===== config.mk =====
export PLATFORM = sky130hd
export DESIGN_NAME = serial_subtractor
export DESIGN_NICKNAME = d
export VERILOG_FILES = /design/src/rtl/sub_pkg.sv /design/src/rtl/full_subtractor.sv /design/src/rtl/serial_subtractor.sv
export SDC_FILE = /design/constraint.sdc
export NUM_CORES = 1
export LEC_CHECK = 0
export BUFFER_PORTS_ARGS = -buffer_cell sky130_fd_sc_hd__buf_2
export CAP_MARGIN = 0
export CORE_MARGIN = 2
export CORE_UTILIZATION = 50
export CTS_BUF_LIST = sky130_fd_sc_hd__clkbuf_2 sky130_fd_sc_hd__clkbuf_4 sky130_fd_sc_hd__clkbuf_8
export CTS_CLUSTER_DIAMETER = 60
export CTS_CLUSTER_SIZE = 30
export DETAILED_ROUTE_END_ITERATION = 7
export GPL_TIMING_DRIVEN = 0
export PLACE_DENSITY = 0.81
export REMOVE_ABC_BUFFERS = 1
export SYNTH_ARGS = -nofsm -noshare
export SYNTH_HDL_FRONTEND = slang
export SYNTH_SLANG_ARGS = --single-unit

===== constraint.sdc =====
create_clock -name clk -period 1.6 [get_ports clk]
set_input_delay 0 -clock clk [delete_from_list [all_inputs] [get_ports clk]]
set_output_delay 0 -clock clk [all_outputs]
set_load 0.03 [all_outputs]

===== src/rtl/sub_pkg.sv =====
// Shared types and constants for the bit-serial subtractor.
package sub_pkg;

  localparam int SUB_WIDTH_DEF = 8;

  typedef logic [1:0] state_t;

  localparam state_t ST_IDLE = 2'd0;
  localparam state_t ST_RUN  = 2'd1;
  localparam state_t ST_DONE = 2'd2;

endpackage


===== src/rtl/full_subtractor.sv =====
// One-bit full subtractor: diff = a - b - bin, bout is the borrow out.
module full_subtractor (
  input  logic a,
  input  logic b,
  input  logic bin,
  output logic diff,
  output logic bout
);

  assign diff = a ^ b ^ bin;
  assign bout = (~a & b) | (~(a ^ b) & bin);

endmodule


===== src/rtl/serial_subtractor.sv =====
// Bit-serial a-b, LSB first, one bit per clock; WIDTH+1 cycles per result.
// Optional signed-overflow output is enabled by SERIAL_SUB_OVERFLOW_EN.
module serial_subtractor
  import sub_pkg::*;
#(
  parameter int WIDTH = SUB_WIDTH_DEF
) (
  input  logic             clk,
  input  logic             rst_n,
  input  logic             start,
  input  logic [WIDTH-1:0] a,
  input  logic [WIDTH-1:0] b,
  output logic             busy,
  output logic             done,
  output logic [WIDTH-1:0] diff,
  output logic             borrow
`ifdef SERIAL_SUB_OVERFLOW_EN
  ,output logic            overflow
`endif
);

  localparam int CW = $clog2(WIDTH + 1);

  state_t           state_q, state_d;
  logic [CW-1:0]    cnt_q, cnt_d;
  logic [WIDTH-1:0] opa_q, opa_d;
  logic [WIDTH-1:0] opb_q, opb_d;
  logic [WIDTH-1:0] sr_q, sr_d;
  logic [WIDTH-1:0] diff_q, diff_d;
  logic             bin_q, bin_d;
  logic             borrow_q, borrow_d;
`ifdef SERIAL_SUB_OVERFLOW_EN
  logic             ovf_q, ovf_d;
`endif

  logic             bit_d, bit_bout, last;
  logic [WIDTH-1:0] res;

  full_subtractor u_fs (
    .a    (opa_q[0]),
    .b    (opb_q[0]),
    .bin  (bin_q),
    .diff (bit_d),
    .bout (bit_bout)
  );

  assign last = (cnt_q == CW'(WIDTH - 1));

  always_comb begin
    res            = sr_q >> 1;
    res[WIDTH-1]   = bit_d;
  end

  always_comb begin
    state_d  = state_q;
    cnt_d    = cnt_q;
    opa_d    = opa_q;
    opb_d    = opb_q;
    sr_d     = sr_q;
    diff_d   = diff_q;
    bin_d    = bin_q;
    borrow_d = borrow_q;
`ifdef SERIAL_SUB_OVERFLOW_EN
    ovf_d    = ovf_q;
`endif
    case (state_q)
      ST_IDLE, ST_DONE: begin
        if (start) begin
          opa_d   = a;
          opb_d   = b;
          bin_d   = 1'b0;
          cnt_d   = '0;
          state_d = ST_RUN;
        end else begin
          state_d = ST_IDLE;
        end
      end
      ST_RUN: begin
        sr_d  = res;
        opa_d = opa_q >> 1;
        opb_d = opb_q >> 1;
        bin_d = bit_bout;
        cnt_d = cnt_q + CW'(1);
        if (last) begin
          diff_d   = res;
          borrow_d = bit_bout;
`ifdef SERIAL_SUB_OVERFLOW_EN
          // Operands have been shifted down, so bit 0 now holds the original MSBs.
          ovf_d    = (opa_q[0] ^ opb_q[0]) & (bit_d ^ opa_q[0]);
`endif
          state_d  = ST_DONE;
        end
      end
      default: state_d = ST_IDLE;
    endcase
  end

  always_ff @(posedge clk or negedge rst_n) begin
    if (!rst_n) begin
      state_q  <= ST_IDLE;
      cnt_q    <= '0;
      opa_q    <= '0;
      opb_q    <= '0;
      sr_q     <= '0;
      diff_q   <= '0;
      bin_q    <= 1'b0;
      borrow_q <= 1'b0;
`ifdef SERIAL_SUB_OVERFLOW_EN
      ovf_q    <= 1'b0;
`endif
    end else begin
      state_q  <= state_d;
      cnt_q    <= cnt_d;
      opa_q    <= opa_d;
      opb_q    <= opb_d;
      sr_q     <= sr_d;
      diff_q   <= diff_d;
      bin_q    <= bin_d;
      borrow_q <= borrow_d;
`ifdef SERIAL_SUB_OVERFLOW_EN
      ovf_q    <= ovf_d;
`endif
    end
  end

  assign busy   = (state_q == ST_RUN);
  assign done   = (state_q == ST_DONE);
  assign diff   = diff_q;
  assign borrow = borrow_q;
`ifdef SERIAL_SUB_OVERFLOW_EN
  assign overflow = ovf_q;
`endif

endmodule


# Word level (Yosys, flattened, before mapping)
# Cells that the tools add are included.
# totals
register_bits,40
inputBits,19
output_inout_bits,11
# op_classes
addsub,1
n_eq_ne,5
mux,11
bitwise_logic,7
n_reduce_logical,5
# ops
op,n
one-hot mux 8 bit (2 select lines),2
2-to-1 mux 8 bit,2
one-hot mux 4 bit (2 select lines),1
"adder 4 x 1 -> 4 bit, second input constant",1
"equality test 4 x 3 -> 1 bit, second input constant",1
2-to-1 mux 4 bit,1
one-hot mux 2 bit (2 select lines),1
AND reduction 2 bit,2
bitwise AND 1 bit,2
"equality test 2 x 1 -> 1 bit, second input constant",1
"equality test 2 bit, second input constant",1
logical NOT 2 bit,1
2-to-1 mux 1 bit,2
2-to-1 mux 2 bit,1
"inequality test 2 x 1 -> 1 bit, second input constant",1
"inequality test 2 bit, second input constant",1
NOT 1 bit,2
one-hot mux 1 bit (2 select lines),1
nonzero test 2 bit,1
OR reduction 2 bit,1
bitwise XOR 1 bit,2
OR 1 bit,1

# Logic depth before layout (Yosys ltp)
# Gate-level depths: netlist of the first run.
# logic_depth
word_depth,5
ltp_mapped,6

# Cells and area by module
# From an unflattened synthesis of the first run, not the netlist that was laid out.
# unflattened
hier_cells,115
area_unflattened_um2,1631.6
# modules_own_cells
module,n_inst,cells_per_inst,area_per_inst_um2,seq_area_each_um2
serial_subtractor,1,111,1600.3,975.9
full_subtractor,1,4,31.3,0.0

# Least setup slack after synthesis of the first run
# Ideal clock, no wire load.
# synth_path
path_kind,reg2reg
startpoint,register state_q[1]
endpoint,register diff_q[0] (netlist: diff[0])
t_arrival_ps,1338
required_time_ps,1475
path_slack_ps,137
stages_incl_launch_ff,5
n_path_buf,1
synth_period_minus_slack_ps,1463
path_cell_list,dfrtp_1 -> nand2b_1 -> buf_6 -> nor3_4 -> mux2_2
# synth_between
elab_chain_len,2
# synth_rtl
item,line,source
"start, declared",serial_subtractor.sv:24,"state_t state_q, state_d;"
"start signal, assigned",serial_subtractor.sv:112,state_q <= state_d;
equality test 2 x 1 -> 1 bit,serial_subtractor.sv:66,case (state_q)
AND reduction 2 bit (no line),--,
"end signal, assigned",serial_subtractor.sv:117,diff_q <= diff_d;
"end, declared",serial_subtractor.sv:29,"logic [WIDTH-1:0] diff_q, diff_d;"
# Every way passes these cells.
# A chain may end at the register's enable or synchronous reset.

# Final worst setup path of the first run
# layout_path
startpoint,register cnt_q[0]
endpoint,register diff_q[7] (netlist: diff[7])
# layout_between
elab_chain_len,2
# layout_rtl
item,line,source
"start, declared",serial_subtractor.sv:25,"logic [CW-1:0] cnt_q, cnt_d;"
"start signal, assigned",serial_subtractor.sv:113,cnt_q <= cnt_d;
equality test 4 x 3 -> 1 bit,serial_subtractor.sv:47,assign last = (cnt_q == CW'(WIDTH - 1));
AND reduction 2 bit (no line),--,
# Every way passes these cells.

==> results of run 1 <==
[state kept, by name, indices dropped and copies added (netlist names)]
name / count
bin_q: 1
diff: 8
state_q: 2
opb_q: 8
borrow: 1
opa_q: 8
cnt_q: 4
sr_q: 7
[report_power, final]
part,internal [W],switching [W]
Combinational,0.000658,0.00103
Clock,0.000276,0.000297
Sequential,0.00144,0.000291
[area by class of cell]
cell class / count / area (um^2)
inverters: 4 / 22.5
fillers: 253 / 1000
flip-flops and latches: 39 / 976
repair buffers: 48 / 343
well taps: 44 / 55.1
clock buffers: 8 / 72.6
multi-input cells: 95 / 604
[metrics by stage]
step	std cells	setup TNS (ns)	power, W	area [um^2]	hold slack, ns
after floorplan	137	-5.30	0.00284	1580	-0.296
after global placement	210	-17.94	0.00320	1780	0.131
after detailed placement	210	-19.12	0.00330	1780	0.145
after CTS	236	0	0.00395	2050	0.227
after global routing	238	0	0.00431	2070	0.266
final	238	0	0.00399	2070	0.241
[synthesized netlist by cell type (2+ instances only)]
master | count | area share
sky130_fd_sc_hd__mux2i_1 | 3 | 0.019
sky130_fd_sc_hd__a22o_1 | 4 | 0.022
sky130_fd_sc_hd__buf_2 | 2 | 0.0062
sky130_fd_sc_hd__nor2b_1 | 2 | 0.0077
sky130_fd_sc_hd__inv_1 | 3 | 0.0069
sky130_fd_sc_hd__nand3_1 | 14 | 0.043
sky130_fd_sc_hd__clkbuf_1 | 5 | 0.012
sky130_fd_sc_hd__dfrtp_1 | 39 | 0.60
sky130_fd_sc_hd__a22oi_1 | 13 | 0.060
sky130_fd_sc_hd__nand2_1 | 37 | 0.086
sky130_fd_sc_hd__o21ai_0 | 2 | 0.0062
sky130_fd_sc_hd__nand2b_1 | 2 | 0.0077
sky130_fd_sc_hd__mux2_2 | 8 | 0.056
[worst paths after layout]
| check | cells after the start | endpoint | slack (ns) | start |
|---|---|---|---|---|
| min | 3 | state_q[0] | 0.24 | start |
| max reg2reg | 5 | diff[7] | 0.09 | cnt_q[0] |
| max | 5 | diff[7] | 0.09 | cnt_q[0] |
| max in group asynchronous | 2 | opb_q[0] | 0.80 | rst_n |
| min reg2reg | 2 | sr_q[1] | 0.49 | sr_q[1] |
| min in group asynchronous | 2 | diff[1] | 0.28 | rst_n |
[layer usage]
metal,routed length [um],track usage,vias up
met4,31,0.0621,0
met3,181,0.0682,3
li1,-,-,595
met2,1690,0.346,44
met1,1430,0.242,600
met5,0,0,-
[kinds of logic after synthesis]
family / count (synthesis)
adder cells (fa/ha/maj): 2
buffers and inverters: 13
AND/OR/NAND/NOR: 60
multiplexers: 11
AO/OA/AOI/OAI: 21
flip-flops: 39
[what timing repair did]
item                                    CTS  global route
endpoints found under the setup margin   39             9
endpoints found under the hold margin    55             0
cloned                                    0             1
resized for setup                         5             1
pin swaps                                 1             0
setup buffers                             1             1
hold buffers                             17             0
[worst min-delay path: cells and delay by family]
family | cells | cell delay, ns
AND/OR/NAND/NOR | 2 | 0.47
buffers and inverters | 1 | 0.08
==> results.cfg, run 1 <==
[synth]
synthesis.area_per_instance_um2 = 11.1
netlist_instances = 146
dominantRegCellSynth = sky130_fd_sc_hd__dfrtp_1
synth_sequential_area_ratio = 0.602
synth_enable_flop_cells = 0
muxShareOfSynthArea = 0.0741
synth-adder-area-share = 0.0201
synthSimpleGateAreaFrac = 0.168
postSynthRegisterBits = 39
post_synth_instance_area_um2 = 1620
synth-xor-area-share = 0
synth_compound_area_frac = 0.0995
combinational_family_with_the_most_area_after_synthesis = simple AND/OR/NAND/NOR gates
netlist-cell-type-count = 25
async_sr_flop_fraction = 1.00
yosysWarningCount = 0

[layout]
final_layout_size_suffix_gt1_frac = 0.268
final_nets = 214
antennaDiodeCount = 0
final_core_utilization = 0.674
layout_commonest_cell = sky130_fd_sc_hd__dfrtp_1
synthToLayoutAreaGrowth_pct = 27.9
layout.cells.most_common_list = 39 x sky130_fd_sc_hd__dfrtp_1, 37 x sky130_fd_sc_hd__nand2_1, 29 x sky130_fd_sc_hd__buf_2, 17 x sky130_fd_sc_hd__dlygate4sd3_1, 14 x sky130_fd_sc_hd__nand3_1

[worst_setup_path]
critical_path.top_delay_family = flip-flops
worst_ep_arrival_time_ns = 1.74
crit_buf_inv = 1
path_max_fanout = 10
critical_path.cell_chain = ha_1 -> nand2_1 -> nor3_4 -> buf_12 -> mux2_2
crit_path_end_kind = flop
worst-setup-path-type = reg -> reg
critPathRequiredTime_ns = 1.83
cpMaxStageDelayCell = sky130_fd_sc_hd__dfrtp_1
max_stage_delay_ns = 0.40
cp-start-kind = flop

[timing]
timing.clock.skew_ns = 0.00596
hold_violations = 0
post-route-period-util = 0.945
period_needed_ns = 1.51
final_setup_slack_of_the_worst_path_ns = 0.0880
setup_viol = 0
maxClockFrequency_mhz = 661
relSlewSlack = 0.449
worst_pin_slew_ns = 0.826
grt_setup_unrepaired = no
finalMaxSlewViolations = 0

[clocking]
cts_root_buf = sky130_fd_sc_hd__clkbuf_4
clk_pin_slew_ns = 0.10
clkSinkCount = 39
cts-buffers-inserted = 5
worst_skew_pair.late_latency_ns = 0.34
tritoncts = done
max-clock-path-buffers = 2
htree_num_levels = 2

[global_route]
grt_antenna_before_repair = 0
grt.overflow.total = 0
wire_length_of_the_first_global_routing_pass_um = 5380
first_global_vias = 1232
maximum_number_of_pins_on_one_net_before_global_route_repair = 40
track_usage = 0.202

[floorplan]
core_area_um2 = 3080
die_area_um2 = 3710
floorplan.rows = 20
initial_standard_cell_utilization_of_the_core = 0.527
ios = 30
vertical_die_dimension_um = 61.0
die_x_um = 61.0

[routing]
dr.first_iter.drc_count = 66
post-route-drc-count = 0
drt-wirelength-per-cell_um = 14.0
routed_wl_um = 3330
viasPerCell = 5.22
detailroute.via_count = 1242
drt_pass1_iterations = 4
final_antenna_net_count = 0

[min_path]
worstHoldPathType = in -> reg

[power]
static-leakage-power_nw = 1.03
vdd.ir_drop.worst_mv = 0.819
p_per_area_nw_per_um2 = 1920

[placed_design]
dp_hpwl_um = 1910
gp_congestion = 0.713
io_buffers = 29
detailedPlace.worstSlack_ns = -0.672

[outcome]
outcome = finished clean

[run]
maxCapViolCount = 0
Power figures use the tool's default switching activity.
==> run 2: changes to the inputs <==
--- a/config.mk
+++ b/config.mk
@@ -7,7 +7,7 @@
 export LEC_CHECK = 0
 export BUFFER_PORTS_ARGS = -buffer_cell sky130_fd_sc_hd__buf_2
 export CAP_MARGIN = 0
-export CORE_MARGIN = 2
+export CORE_MARGIN = 4
 export CORE_UTILIZATION = 50
 export CTS_BUF_LIST = sky130_fd_sc_hd__clkbuf_2 sky130_fd_sc_hd__clkbuf_4 sky130_fd_sc_hd__clkbuf_8
 export CTS_CLUSTER_DIAMETER = 60
==> results.cfg, run 2 (same netlist as run 1, synthesis figures left out) <==
[outcome]
outcome = finished clean

[layout]
multi_input_comb_area_um2 = 604
sequential_cell_area_um2 = 976
antennaDiodeCount = 0
fillerInstances = 253
final_layout_size_suffix_gt1_frac = 0.264
final_nets = 213
layout_commonest_cell = sky130_fd_sc_hd__dfrtp_1
layout.cells.most_common_list = 39 x sky130_fd_sc_hd__dfrtp_1, 37 x sky130_fd_sc_hd__nand2_1, 29 x sky130_fd_sc_hd__buf_2, 17 x sky130_fd_sc_hd__dlygate4sd3_1, 14 x sky130_fd_sc_hd__nand3_1
synthToLayoutAreaGrowth_pct = 28.2

[run]
maxCapViolCount = 0

[timing]
setup_viol = 0
post-route-period-util = 0.947
hold_violations = 0
timing.clock.skew_ns = 0.00761
grt_setup_unrepaired = no
period_needed_ns = 1.52
relSlewSlack = 0.446
tns_ns = 0
worst_pin_slew_ns = 0.830
maxClockFrequency_mhz = 660
finalMaxSlewViolations = 0

[worst_setup_path]
rr_startpoint = cnt_q[0]
worst_ep_arrival_time_ns = 1.74
crit_path_end_kind = flop
worst-setup-path-type = reg -> reg
cp-start-kind = flop
worstSetupStartpoint = cnt_q[0]
critPathRequiredTime_ns = 1.83
path_max_fanout = 10

[placed_design]
dp_hpwl_um = 2000
io_buffers = 29
gp_congestion = 0.714

[routing]
final_antenna_net_count = 0
drt-wirelength-per-cell_um = 13.8
viasPerCell = 5.27
post-route-drc-count = 0
dr.first_iter.drc_count = 83
detailroute.via_count = 1248
drt_pass1_iterations = 4
routed_wl_um = 3270

[global_route]
maximum_number_of_pins_on_one_net_before_global_route_repair = 40
grt_antenna_before_repair = 0
first_global_vias = 1261
grt.overflow.total = 0
wire_length_of_the_first_global_routing_pass_um = 5430
track_usage = 0.169

[floorplan]
die_area_um2 = 4220
ios = 30
vertical_die_dimension_um = 65.0
floorplan.rows = 20
die_x_um = 65.0
initial_standard_cell_utilization_of_the_core = 0.527
core_area_um2 = 3080

[clocking]
cts-buffers-inserted = 5
htree_num_levels = 2
clk_pin_slew_ns = 0.11
max-clock-path-buffers = 2
tritoncts = done
cts_root_buf = sky130_fd_sc_hd__clkbuf_4
clkSinkCount = 39
worst_skew_pair.late_latency_ns = 0.34

[power]
p_per_area_nw_per_um2 = 1950
static-leakage-power_nw = 1.03
vdd.ir_drop.worst_mv = 0.912
finalPower_w = 0.00406

[min_path]
worstHoldPathType = in -> reg
worstHoldStart = start
[run 2: power by group]
group | internal, W | total [W] | switching [W]
registers | 0.00144 | 0.00172 | 0.000283
logic | 0.000646 | 0.00167 | 0.00102
clock network | 0.000369 | 0.000672 | 0.000302
total | 0.00245 | 0.00406 | 0.00161
[run 2: critical path, stage by stage (launching register included)]
cell and delay (ns):
sky130_fd_sc_hd__dfrtp_1 0.41, sky130_fd_sc_hd__ha_1 0.19, sky130_fd_sc_hd__nand2_1 0.11, sky130_fd_sc_hd__nor3_4 0.21
sky130_fd_sc_hd__buf_12 0.15, sky130_fd_sc_hd__mux2_2 0.33
[run 2: layer usage]
| layer | global-route usage | up-vias | wire [um] |
|---|---|---|---|
| met5 | 0 | - | 0 |
| met4 | 0.0818 | 0 | 53 |
| met3 | 0.0451 | 6 | 185 |
| met2 | 0.284 | 45 | 1690 |
| met1 | 0.200 | 604 | 1340 |
| li1 | - | 593 | - |
[run 2: final cells by class]
type | instances | share of cell area
flip-flops and latches | 39 | 0.469
multi-input cells | 95 | 0.291
repair buffers | 47 | 0.161
well taps | 44 | 0.0265
clock buffers | 6 | 0.0247
clock inverters | 2 | 0.0168
inverters | 4 | 0.0108
[run 2: worst paths after layout]
check	endpoint	slack, ns	cells past startpoint
setup / recovery	diff[1]	0.08	5
hold / removal	state_q[0]	0.24	3
setup reg to reg	diff[1]	0.08	5
hold reg to reg	sr_q[1]	0.50	2
max in group asynchronous	opb_q[1]	0.79	2
min in group asynchronous	cnt_q[3]	0.29	2
[run 2: through the flow]
step           instance area, um^2  hold slack, ns  worst slack (ns)  utilization  cells
4_1_cts                       2070           0.225            0.0659        0.672    236
3_5_place_dp                  1780           0.147            -0.660        0.578    210
2_1_floorplan                 1580          -0.296            -0.253            -    137
3_3_place_gp                  1780           0.128            -0.640        0.578    210
6_report                      2080           0.239            0.0849        0.676    237
5_1_grt                       2080           0.297            0.0184        0.676    237
[run 2: what timing repair did]
action	CTS	global route
pin swaps	1	0
buffers inserted	1	0
hold buffers	17	0
setup endpoints to repair	39	1
endpoints found under the hold margin	55	0
gates resized for setup	5	1
cloned	0	1
